--- config.mk ---
export PLATFORM = sky130hd
export DESIGN_NAME = decode_64b_67b_sync_flat
export DESIGN_NICKNAME = d
export VERILOG_FILES = /design/src/rtl/decode_64b_67b_sync_if.sv /design/src/rtl/decode_64b_67b_sync.sv /design/src/flat_wrapper.sv
export SDC_FILE = /design/constraint.sdc
export NUM_CORES = 1
export LEC_CHECK = 0
export ABC_AREA = 1
export BUFFER_PORTS_ARGS = -buffer_cell sky130_fd_sc_hd__buf_2
export CAP_MARGIN = 0
export CORE_ASPECT_RATIO = 0.9
export CORE_MARGIN = 2
export CORE_UTILIZATION = 54
export DETAILED_ROUTE_END_ITERATION = 7
export GPL_TIMING_DRIVEN = 1
export HOLD_SLACK_MARGIN = 0.12
export PLACE_DENSITY_LB_ADDON = 0.08
export REMOVE_ABC_BUFFERS = 1
export SLEW_MARGIN = 10
export SYNTH_ARGS = -nofsm -noshare
export SYNTH_HDL_FRONTEND = slang
export SYNTH_SLANG_ARGS = --single-unit
--- constraint.sdc ---
create_clock -name i_user_clk -period 5 [get_ports i_user_clk]
set_clock_uncertainty 0.15 [all_clocks]
set_input_delay 0.5 -clock i_user_clk [delete_from_list [all_inputs] [get_ports i_user_clk]]
set_output_delay 0.5 -clock i_user_clk [all_outputs]
set_load 0.02 [all_outputs]
--- src/rtl/decode_64b_67b_sync_if.sv ---
// Bus between the RX gearbox, the 64B/67B sync decoder and its payload consumer.
// The slave modport is the decoder's view; master is the gearbox/consumer view.
interface decode_64b_67b_sync_if;
    logic [66:0] data_in;
    logic        data_in_valid;
    logic        passthrough;
    logic [63:0] data_out;
    logic [1:0]  header_out;
    logic        data_out_valid;
    logic        header_err;
    logic        block_lock;
    logic        slip;
    logic        disp_err;

    modport slave (
        input  data_in, data_in_valid, passthrough,
        output data_out, header_out, data_out_valid, header_err,
               block_lock, slip, disp_err
    );

    modport master (
        output data_in, data_in_valid, passthrough,
        input  data_out, header_out, data_out_valid, header_err,
               block_lock, slip, disp_err
    );
endinterface

--- src/rtl/decode_64b_67b_sync.sv ---
// 64B/67B receive decoder: sync-header block lock with gearbox bit-slip requests,
// inversion removal and bounded running-disparity monitoring.
module decode_64b_67b_sync #(
    parameter int LOCK_CNT   = 64,
    parameter int WIN_LEN    = 64,
    parameter int BAD_LIMIT  = 16,
    parameter int SLIP_WAIT  = 32,
    parameter int DISP_LIMIT = 96
) (
    input  logic                         i_user_clk,
    input  logic                         i_system_reset,
    decode_64b_67b_sync_if.slave         io_bus
);
    localparam int CW = 16;
    localparam logic [CW-1:0] LOCK_LAST = CW'(LOCK_CNT - 1);
    localparam logic [CW-1:0] WIN_LAST  = CW'(WIN_LEN - 1);
    localparam logic [CW-1:0] BAD_LAST  = CW'(BAD_LIMIT - 1);
    localparam logic [CW-1:0] WAIT_LAST = CW'(SLIP_WAIT - 1);
    localparam logic signed [15:0] DISP_LIM_C = 16'(DISP_LIMIT);

    typedef enum logic [1:0] {ST_UNLOCKED, ST_SLIP_WAIT, ST_LOCKED} state_t;

    function automatic logic [6:0] popcount(input logic [63:0] v);
        logic [6:0] c;
        c = '0;
        for (int k = 0; k < 64; k++) c = c + 7'(v[k]);
        return c;
    endfunction

    function automatic logic signed [15:0] sat_rd(input logic signed [17:0] v);
        if (v > 18'sd32767)       return 16'sd32767;
        else if (v < -18'sd32767) return -16'sd32767;
        else                      return v[15:0];
    endfunction

    function automatic logic disp_over(input logic signed [15:0] v);
        return (v > DISP_LIM_C) || (v < -DISP_LIM_C);
    endfunction

    state_t                r_state, w_state_nxt;
    logic [CW-1:0]         r_good_cnt, w_good_nxt;
    logic [CW-1:0]         r_wait_cnt, w_wait_nxt;
    logic [CW-1:0]         r_win_cnt,  w_win_nxt;
    logic [CW-1:0]         r_bad_cnt,  w_bad_nxt;
    logic signed [15:0]    r_rd,       w_rd_nxt;
    logic                  r_block_lock, w_lock_nxt;
    logic                  r_slip,       w_slip_nxt;
    logic                  r_disp_err,   w_derr_nxt;

    logic [63:0]           r_data_p1;
    logic [1:0]            r_hdr_p1;
    logic                  r_vld_p1;
    logic                  r_herr_p1;

    logic [1:0]            w_hdr;
    logic                  w_hdr_good;
    logic [6:0]            w_pc;
    logic signed [8:0]     w_contrib;
    logic signed [17:0]    w_rd_wide;
    logic signed [15:0]    w_rd_sum;

    // Disparity counts the bits as transmitted, before inversion removal.
    always_comb begin
        w_hdr      = io_bus.data_in[65:64];
        w_hdr_good = ^w_hdr;
        w_pc       = popcount(io_bus.data_in[63:0]);
        w_contrib  = 9'({w_pc, 1'b0}) - 9'd64 + (io_bus.data_in[66] ? 9'd1 : 9'h1FF);
        w_rd_wide  = {{2{r_rd[15]}}, r_rd} + {{9{w_contrib[8]}}, w_contrib};
        w_rd_sum   = sat_rd(w_rd_wide);
    end

    always_comb begin
        w_state_nxt = r_state;
        w_good_nxt  = r_good_cnt;
        w_wait_nxt  = r_wait_cnt;
        w_win_nxt   = r_win_cnt;
        w_bad_nxt   = r_bad_cnt;
        w_rd_nxt    = r_rd;
        w_lock_nxt  = r_block_lock;
        w_slip_nxt  = 1'b0;
        w_derr_nxt  = r_disp_err;
        if (io_bus.passthrough) begin
            w_state_nxt = ST_UNLOCKED;
            w_good_nxt  = '0;
            w_wait_nxt  = '0;
            w_win_nxt   = '0;
            w_bad_nxt   = '0;
            w_rd_nxt    = '0;
            w_lock_nxt  = 1'b0;
            w_derr_nxt  = 1'b0;
        end else if (io_bus.data_in_valid) begin
            case (r_state)
                ST_UNLOCKED: begin
                    if (!w_hdr_good) begin
                        w_good_nxt  = '0;
                        w_wait_nxt  = '0;
                        w_slip_nxt  = 1'b1;
                        w_state_nxt = ST_SLIP_WAIT;
                    end else if (r_good_cnt == LOCK_LAST) begin
                        w_good_nxt  = '0;
                        w_win_nxt   = '0;
                        w_bad_nxt   = '0;
                        w_rd_nxt    = '0;
                        w_lock_nxt  = 1'b1;
                        w_state_nxt = ST_LOCKED;
                    end else begin
                        w_good_nxt = r_good_cnt + 1'b1;
                    end
                end
                ST_SLIP_WAIT: begin
                    if (r_wait_cnt == WAIT_LAST) begin
                        w_wait_nxt  = '0;
                        w_good_nxt  = '0;
                        w_state_nxt = ST_UNLOCKED;
                    end else begin
                        w_wait_nxt = r_wait_cnt + 1'b1;
                    end
                end
                ST_LOCKED: begin
                    // Loss of lock wins over a window boundary on the same word.
                    if (!w_hdr_good && (r_bad_cnt == BAD_LAST)) begin
                        w_win_nxt   = '0;
                        w_bad_nxt   = '0;
                        w_wait_nxt  = '0;
                        w_good_nxt  = '0;
                        w_rd_nxt    = '0;
                        w_lock_nxt  = 1'b0;
                        w_derr_nxt  = 1'b0;
                        w_slip_nxt  = 1'b1;
                        w_state_nxt = ST_SLIP_WAIT;
                    end else begin
                        w_rd_nxt   = w_rd_sum;
                        w_derr_nxt = r_disp_err | disp_over(w_rd_sum);
                        if (r_win_cnt == WIN_LAST) begin
                            w_win_nxt = '0;
                            w_bad_nxt = '0;
                        end else begin
                            w_win_nxt = r_win_cnt + 1'b1;
                            w_bad_nxt = r_bad_cnt + CW'(!w_hdr_good);
                        end
                    end
                end
                default: w_state_nxt = ST_UNLOCKED;
            endcase
        end
    end

    always_ff @(posedge i_user_clk or posedge i_system_reset) begin
        if (i_system_reset) begin
            r_state      <= ST_UNLOCKED;
            r_good_cnt   <= '0;
            r_wait_cnt   <= '0;
            r_win_cnt    <= '0;
            r_bad_cnt    <= '0;
            r_rd         <= '0;
            r_block_lock <= 1'b0;
            r_slip       <= 1'b0;
            r_disp_err   <= 1'b0;
        end else begin
            r_state      <= w_state_nxt;
            r_good_cnt   <= w_good_nxt;
            r_wait_cnt   <= w_wait_nxt;
            r_win_cnt    <= w_win_nxt;
            r_bad_cnt    <= w_bad_nxt;
            r_rd         <= w_rd_nxt;
            r_block_lock <= w_lock_nxt;
            r_slip       <= w_slip_nxt;
            r_disp_err   <= w_derr_nxt;
        end
    end

    // Output stage: one-cycle datapath, payload held across idle cycles.
    always_ff @(posedge i_user_clk or posedge i_system_reset) begin
        if (i_system_reset) begin
            r_data_p1 <= '0;
            r_hdr_p1  <= '0;
            r_vld_p1  <= 1'b0;
            r_herr_p1 <= 1'b0;
        end else begin
            r_vld_p1 <= io_bus.data_in_valid;
            if (io_bus.data_in_valid) begin
                r_hdr_p1  <= w_hdr;
                r_herr_p1 <= !w_hdr_good;
                r_data_p1 <= (io_bus.data_in[66] && !io_bus.passthrough) ?
                             ~io_bus.data_in[63:0] : io_bus.data_in[63:0];
            end
        end
    end

    assign io_bus.data_out       = r_data_p1;
    assign io_bus.header_out     = r_hdr_p1;
    assign io_bus.data_out_valid = r_vld_p1;
    assign io_bus.header_err     = r_herr_p1;
    assign io_bus.block_lock     = r_block_lock;
    assign io_bus.slip           = r_slip;
    assign io_bus.disp_err       = r_disp_err;
endmodule

--- src/flat_wrapper.sv ---
// flat-port wrapper written by rule: the top's interface ports become plain ports
module decode_64b_67b_sync_flat 
#(
    parameter int LOCK_CNT   = 64,
    parameter int WIN_LEN    = 64,
    parameter int BAD_LIMIT  = 16,
    parameter int SLIP_WAIT  = 32,
    parameter int DISP_LIMIT = 96
)
  (i_user_clk, i_system_reset, io_bus_data_in, io_bus_data_in_valid, io_bus_passthrough, io_bus_data_out, io_bus_header_out, io_bus_data_out_valid, io_bus_header_err, io_bus_block_lock, io_bus_slip, io_bus_disp_err);
  decode_64b_67b_sync_if io_bus_i ();
  input  logic i_user_clk;
  input  logic i_system_reset;
  input wire logic [$bits(io_bus_i.data_in)-1:0] io_bus_data_in;
  input wire logic [$bits(io_bus_i.data_in_valid)-1:0] io_bus_data_in_valid;
  input wire logic [$bits(io_bus_i.passthrough)-1:0] io_bus_passthrough;
  output wire logic [$bits(io_bus_i.data_out)-1:0] io_bus_data_out;
  output wire logic [$bits(io_bus_i.header_out)-1:0] io_bus_header_out;
  output wire logic [$bits(io_bus_i.data_out_valid)-1:0] io_bus_data_out_valid;
  output wire logic [$bits(io_bus_i.header_err)-1:0] io_bus_header_err;
  output wire logic [$bits(io_bus_i.block_lock)-1:0] io_bus_block_lock;
  output wire logic [$bits(io_bus_i.slip)-1:0] io_bus_slip;
  output wire logic [$bits(io_bus_i.disp_err)-1:0] io_bus_disp_err;
  assign io_bus_i.data_in = io_bus_data_in;
  assign io_bus_i.data_in_valid = io_bus_data_in_valid;
  assign io_bus_i.passthrough = io_bus_passthrough;
  assign io_bus_data_out = io_bus_i.data_out;
  assign io_bus_header_out = io_bus_i.header_out;
  assign io_bus_data_out_valid = io_bus_i.data_out_valid;
  assign io_bus_header_err = io_bus_i.header_err;
  assign io_bus_block_lock = io_bus_i.block_lock;
  assign io_bus_slip = io_bus_i.slip;
  assign io_bus_disp_err = io_bus_i.disp_err;
  decode_64b_67b_sync #(.LOCK_CNT(LOCK_CNT), .WIN_LEN(WIN_LEN), .BAD_LIMIT(BAD_LIMIT), .SLIP_WAIT(SLIP_WAIT), .DISP_LIMIT(DISP_LIMIT)) u_core (.i_user_clk(i_user_clk), .i_system_reset(i_system_reset), .io_bus(io_bus_i));
endmodule
==> flow_summary_export.csv, run 1 <==
group,metric,value,unit
global_route,grt_util_overall,25.9,%
global_route,grt_overflow_total,0,
drt,final_antenna_net_count,0,
global_route,first_global_vias,9373,
worst_setup_path,startpoint_type,"primary input",
cts,cts_root_buffer,"clkbuf_16",
floorplanning,io_pins,142,
drt,detail_route.wl_per_cell,14.4,um
worst_setup_path,critical_path.endpoint_type,"register",
cells_and_area,finalCoreUtilization,71.1,%
synth,count_of_cell_types_in_the_netlist,52,
global_route,grt_start_max_net_pins,100,
placed_design,io_buffer_count,141,
cells_and_area,multi_input_area,6500,um^2
cts,clock_sinks,153,
synth,synth-async-reset-ratio,100,%
synth,synth.top_cells.by_count,"nand2_1, inv_1, dfrtp_1",
worst_setup_path,required,5170,ps
global_route,globalRouteMet3Util,5.30,%
timing,max_freq,108,MHz
global_route,top_usage_layer,"met2",
synth,synth-edff-count,0,
floorplanning,start_util,54.4,%
timing,final_hold_violations,0,
cells_and_area,drive_gt1_share,28.8,%
cells_and_area,fillCellCount,1595,
synth,netlist_instances,1313,
floorplanning,die_width,153,um
worst_setup_path,max_stage_delay,600,ps
cts,insertion_delay_to_the_later_sink_of_the_worst_skew_pair,430,ps
run,max_cap_violations,0,
synth,yosys.cell_count.top_type,"nand2_1",
global_route,initial_antenna_violation_count,3,
timing,post-route-worst-setup-slack,-4220,ps
cts,ctsLongestPathBuffers,2,
synth,postSynth.topFlopCell,"dfrtp_1",
global_route,grtUsageMet1,36.6,%
worst_setup_path,cp.arrival,9390,ps
timing,setup_repair_after_global_routing_missed_its_margin,"yes",
placed_design,dp_worst_setup_slack,-4940,ps
drt,drt-total-wl,26900,um
synth,synth_seq_area_share,35.5,%
outcome,failed_checks,"setup timing",
timing,final-setup-viol-count,17,
min_path,timing.hold.worst.class,"in -> async",
cts,h-tree-depth,4,
synth,post-synth-top-area-fraction,35.5,%
floorplanning,die_height,138,um
timing,max_slew_margin,43.4,%
timing,timing_worst_slew_pin_value,848,ps
synth,synthDominantAreaCellType,"dfrtp_1",
drt,drtPass1Iterations,5,
drt,detailedRoute.firstIterationViolations,484,
outcome,status,"finished with violations",
timing,fin_crit_sh,184,%
global_route,wire_length_of_the_first_global_routing_pass,44900,um
worst_setup_path,crit_path_max_fanout,8,
cts,cts_buffers,17,
floorplanning,core_area,19800,um^2
global_route,use_met2,41.4,%
timing,min_period,9220,ps
worst_setup_path,critPathSlowestCell,"fa_1",
floorplanning,placement_rows,49,
synth,postSynthAreaPerCell,8.21,um^2
synth,post_synth_instance_area,10800,um^2
drt,detailroute.via_count,9516,
placed_design,cell_area_placed,12700,um^2
synth,synth-seq-cells,153,
floorplanning,fp.dieArea,21100,um^2
cells_and_area,regArea,3830,um^2
placed_design,dpl.hpwl,19200,um
worst_setup_path,criticalPathCategory,"in -> reg",
cells_and_area,area_delta_synth_final,30.6,%
cells_and_area,postLayoutCellArea,14100,um^2
synth,yosysWarnings,0,
timing,final_slew_viol_count,0,
synth,main_area_contributors_after_synthesis,"dfrtp_1, fa_1, nand2_1",
drt,route.detailed.vias_per_inst,5.09,
cells_and_area,nNetsFinal,1782,
cts,tritoncts_clock_tree,"yes",
cts,clk_pin_slew_worst_paths,70,ps
drt,detail_route.drc_violations,0,
worst_setup_path,critPathMostFrequentCell,"fa_1",
placed_design,place.gp.congestion,0.884,
final timing paths:
kind	slack, ps	end	start	depth (start not counted)
min in group i_user_clk	200	u_core.io_bus.header_out[0]	io_bus_data_in[64]	3
min reg2reg	320	u_core.r_bad_cnt[15]	u_core.r_bad_cnt[15]	1
max in group asynchronous	3610	u_core.io_bus.data_out[37]	i_system_reset	3
max	-4220	u_core.io_bus.disp_err	io_bus_data_in[1]	42
min	90	u_core.r_rd[15]	i_system_reset	2
max reg2reg	1740	u_core.io_bus.disp_err	u_core.r_rd[0]	20
metrics by stage:
step | hold slack [ps] | setup TNS, ps | std cells
3_5_place_dp | 311 | -80180 | 1815
5_1_grt | 171 | -73910 | 1870
4_1_cts | 137 | -68780 | 1858
3_3_place_gp | 302 | -78170 | 1815
2_1_floorplan | 276 | -74300 | 1282
6_report | 87.2 | -68480 | 1870
flip-flops by register name (all words and copies together) (netlist names):
signal,flops
u_core.r_bad_cnt,16
u_core.io_bus.data_out_valid,1
u_core.io_bus.header_err,1
u_core.r_good_cnt,16
u_core.io_bus.disp_err,1
u_core.io_bus.block_lock,1
u_core.io_bus.header_out,2
u_core.r_rd,16
u_core.r_wait_cnt,16
u_core.r_state,2
u_core.io_bus.slip,1
u_core.io_bus.data_out,64
u_core.r_win_cnt,16
metal layers:
metal  routed length [um]  up-vias
li1                     -     4766
met5                   13        -
met1                12600     4522
met2                12600      189
met3                 1250       37
met4                  429        2
area by class of cell:
| class | instances | area share [%] |
|---|---|---|
| Inverter | 234 | 6.29 |
| Antenna cell | 2 | 0.0356 |
| Sequential cell | 153 | 27.2 |
| Tap cell | 255 | 2.27 |
| Clock buffer | 19 | 3.22 |
| Timing Repair Buffer | 297 | 13.7 |
| Clock inverter | 13 | 1.08 |
| Multi-Input combinational cell | 897 | 46.2 |
kinds of logic after synthesis:
| family | after synthesis | share of synthesized area [%] |
|---|---|---|
| AOI/OAI and AO/OA | 215 | 11.0 |
| adders and majority gates | 111 | 16.8 |
| buffers and inverters | 265 | 9.45 |
| and+or+nand+nor | 487 | 20.3 |
| xor gates and xnor gates | 82 | 6.91 |
| DFF | 153 | 35.5 |
worst max-delay path: cells and delay by family:
kind / cells / cell delay (ps)
compound gates: 5 / 520
xor+xnor: 2 / 260
fa+ha+maj: 14 / 5910
buf+inv: 6 / 630
simple gates: 15 / 1560
cell usage in the layout, fill, tap and decap left out, types with 3 or more instances in the layout:
cell type / instances
buf_6: 10
o21ai_0: 107
nor4_1: 7
a31oi_1: 3
o21ai_1: 4
nor2_1: 73
buf_2: 139
o21a_1: 4
nand2_4: 10
xor2_1: 69
inv_8: 4
a21o_1: 3
inv_1: 225
nand3_2: 11
inv_6: 5
nand4_1: 18
nand3_1: 50
nor2_2: 13
o22ai_1: 4
xnor2_1: 11
ha_1: 41
inv_2: 6
clkbuf_16: 17
nor3b_1: 5
ha_4: 14
dfrtp_1: 153
a211oi_1: 3
buf_4: 146
nand3b_1: 3
nand2_1: 219
nor3_2: 6
a21oi_2: 15
a32o_1: 4
nand2_2: 27
a21oi_1: 40
fa_1: 53
fa_2: 3
nor3_1: 34
nor2_4: 3
o21ai_2: 12
timing repair:
item                                    4_1_cts  5_1_grt
hold buffers                                  1        0
gates cloned                                  2        0
endpoints found under the hold margin         1        0
gates resized for setup                      97       49
setup buffers                                 8       11
pin swaps                                    28       45
endpoints found under the setup margin       17       17
Power of run 1 is not shown: default switching activity piles up to over one toggle a cycle in this logic, so the estimate is an artifact.
==> run 2: changes to the inputs <==
- REMOVE_ABC_BUFFERS: 1 -> default
==> flow_summary_export.csv, run 2 (synthesized netlist as in run 1, its figures left out) <==
group,metric,value,unit
outcome,status,"finished with violations",
outcome,failed_checks,"setup timing",
worst_setup_path,startpoint_type,"primary input",
drt,detail_route.drc_violations,0,
floorplanning,placement_rows,49,
drt,final_antenna_net_count,0,
timing,max_freq,110,MHz
global_route,grt_overflow_total,0,
worst_setup_path,criticalPathCategory,"in -> reg",
global_route,grt_util_overall,27.2,%
timing,final_slew_viol_count,0,
floorplanning,die_height,138,um
cells_and_area,largest_register_ffs,64,
placed_design,place.gp.congestion,0.906,
timing,min_period,9120,ps
worst_setup_path,critical_path.endpoint_type,"register",
placed_design,io_buffer_count,141,
floorplanning,start_util,54.4,%
timing,max_slew_margin,35.3,%
cts,h-tree-depth,4,
cts,tritoncts_clock_tree,"yes",
cells_and_area,area_delta_synth_final,30.3,%
cells_and_area,final_cell_mix,"nand2_1, inv_1, dfrtp_1",
timing,setup_repair_after_global_routing_missed_its_margin,"yes",
cts,cts_root_buffer,"clkbuf_16",
worst_setup_path,worst_r2r_startpoint,"u_core.r_good_cnt[0]",
drt,drt-total-wl,27800,um
cts,insertion_delay_to_the_later_sink_of_the_worst_skew_pair,450,ps
cts,clock_sinks,153,
global_route,first_global_vias,9488,
timing,final-setup-viol-count,17,
cts,cts_buffers,17,
floorplanning,die_width,153,um
cells_and_area,nNetsFinal,1780,
cts,clk_pin_slew_worst_paths,70,ps
min_path,holdPathEnd,"u_core.io_bus.header_out[1]",
timing,post-route-worst-setup-slack,-4120,ps
placed_design,dp_worst_setup_slack,-4680,ps
worst_setup_path,required,5190,ps
worst_setup_path,worstRegToRegCells,13,
worst_setup_path,critPathTopFamily,"adder cells",
worst_setup_path,max_stage_delay,540,ps
worst_setup_path,critPathMostFrequentCell,"fa_1",
synth,synthesis.nets,1495,
run,max_cap_violations,0,
drt,drtPass1Iterations,5,
drt,route.detailed.vias_per_inst,5.13,
worst_setup_path,cp.arrival,9300,ps
worst_setup_path,worst-path-buf-inv,6,
drt,detailedRoute.firstIterationViolations,476,
min_path,launch_instance_of_the_worst_min_delay_path,"io_bus_data_in[65]",
floorplanning,fp.dieArea,21100,um^2
placed_design,dpl.hpwl,20400,um
worst_setup_path,timing.rr.end,"u_core.r_bad_cnt[5]",
drt,detail_route.wl_per_cell,14.9,um
timing,final_hold_violations,0,
global_route,wire_length_of_the_first_global_routing_pass,46400,um
worst_setup_path,crit_path_max_fanout,7,
global_route,initial_antenna_violation_count,2,
timing,fin_crit_sh,182,%
timing,timing_worst_slew_pin_value,970,ps
drt,detailroute.via_count,9583,
timing,setup_tns,-66850,ps
worst_setup_path,rrSetupSlack,1830,ps
min_path,min_path_cells,3,
min_path,timing.hold.worst.class,"in -> reg",
floorplanning,io_pins,142,
cts,ctsLongestPathBuffers,2,
worst_setup_path,critPathSlowestCell,"fa_1",
floorplanning,core_area,19800,um^2
cells_and_area,layout.cells.most_common,"nand2_1",
cells_and_area,drive_gt1_share,27.9,%
global_route,grt_start_max_net_pins,79,
[run 2: layout make-up]
| cell class | instances | area, um^2 |
|---|---|---|
| Inverter | 234 | 890 |
| Sequential cell | 153 | 3830 |
| Clock buffer | 18 | 439 |
| Timing Repair Buffer | 297 | 1980 |
| Antenna cell | 2 | 5.00 |
| Multi-Input combinational cell | 895 | 6400 |
| Fill cell | 1540 | 5770 |
| Tap cell | 255 | 319 |
| Clock inverter | 14 | 181 |
[run 2: layer usage]
metal	vias to the layer above	GRT usage, %	share of wire, %
met1	4592	38.0	46
met3	30	4.89	4.5
met2	209	44.2	47
li1	4752	-	-
met5	-	0	0
met4	0	7.02	1.5
[run 2: how the worst max path moves through the flow]
| stage | start | endpoint | slack [ps] | cells after the start |
|---|---|---|---|---|
| floorplan | io_bus_data_in[1] | u_core.io_bus.disp_err | -4180 | 39 |
| global placement | io_bus_data_in[1] | u_core.io_bus.disp_err | -4610 | 39 |
| detailed placement | io_bus_data_in[36] | u_core.io_bus.disp_err | -4680 | 43 |
| CTS | io_bus_data_in[0] | u_core.io_bus.disp_err | -4080 | 41 |
| global route | io_bus_data_in[52] | u_core.io_bus.disp_err | -4470 | 47 |
| finish | io_bus_data_in[0] | u_core.io_bus.disp_err | -4120 | 43 |
[run 2: repair_timing]
item,in CTS,in global routing
setup endpoints to repair,17,17
setup buffers,9,4
resized for setup,80,38
hold buffers,2,0
hold endpoints to repair,73,0
pin swaps,26,15
[run 2: worst reg2reg max path, cell delays in order (launching register included)]
cell	delay [ps]
dfrtp_1	380
ha_1	220
nand2_1	70
nor2_1	100
inv_1	70
nor2_1	160
nand4_1	190
nand2_1	130
nand2_1	80
inv_1	490
nand2_1	370
inv_1	460
nor3_1	90
o21a_1	120
[run 2: per-stage QoR]
step	instances	utilization, %	hold slack [ps]	area, um^2
floorplan	1313	-	276	10900
finish	1868	70.9	173	14000
CTS	1862	70.0	168	13900
global placement	1821	64.8	303	12800
global route	1868	70.9	186	14000
detailed placement	1821	64.8	304	12800
Power of run 2 is left out for the same reason.
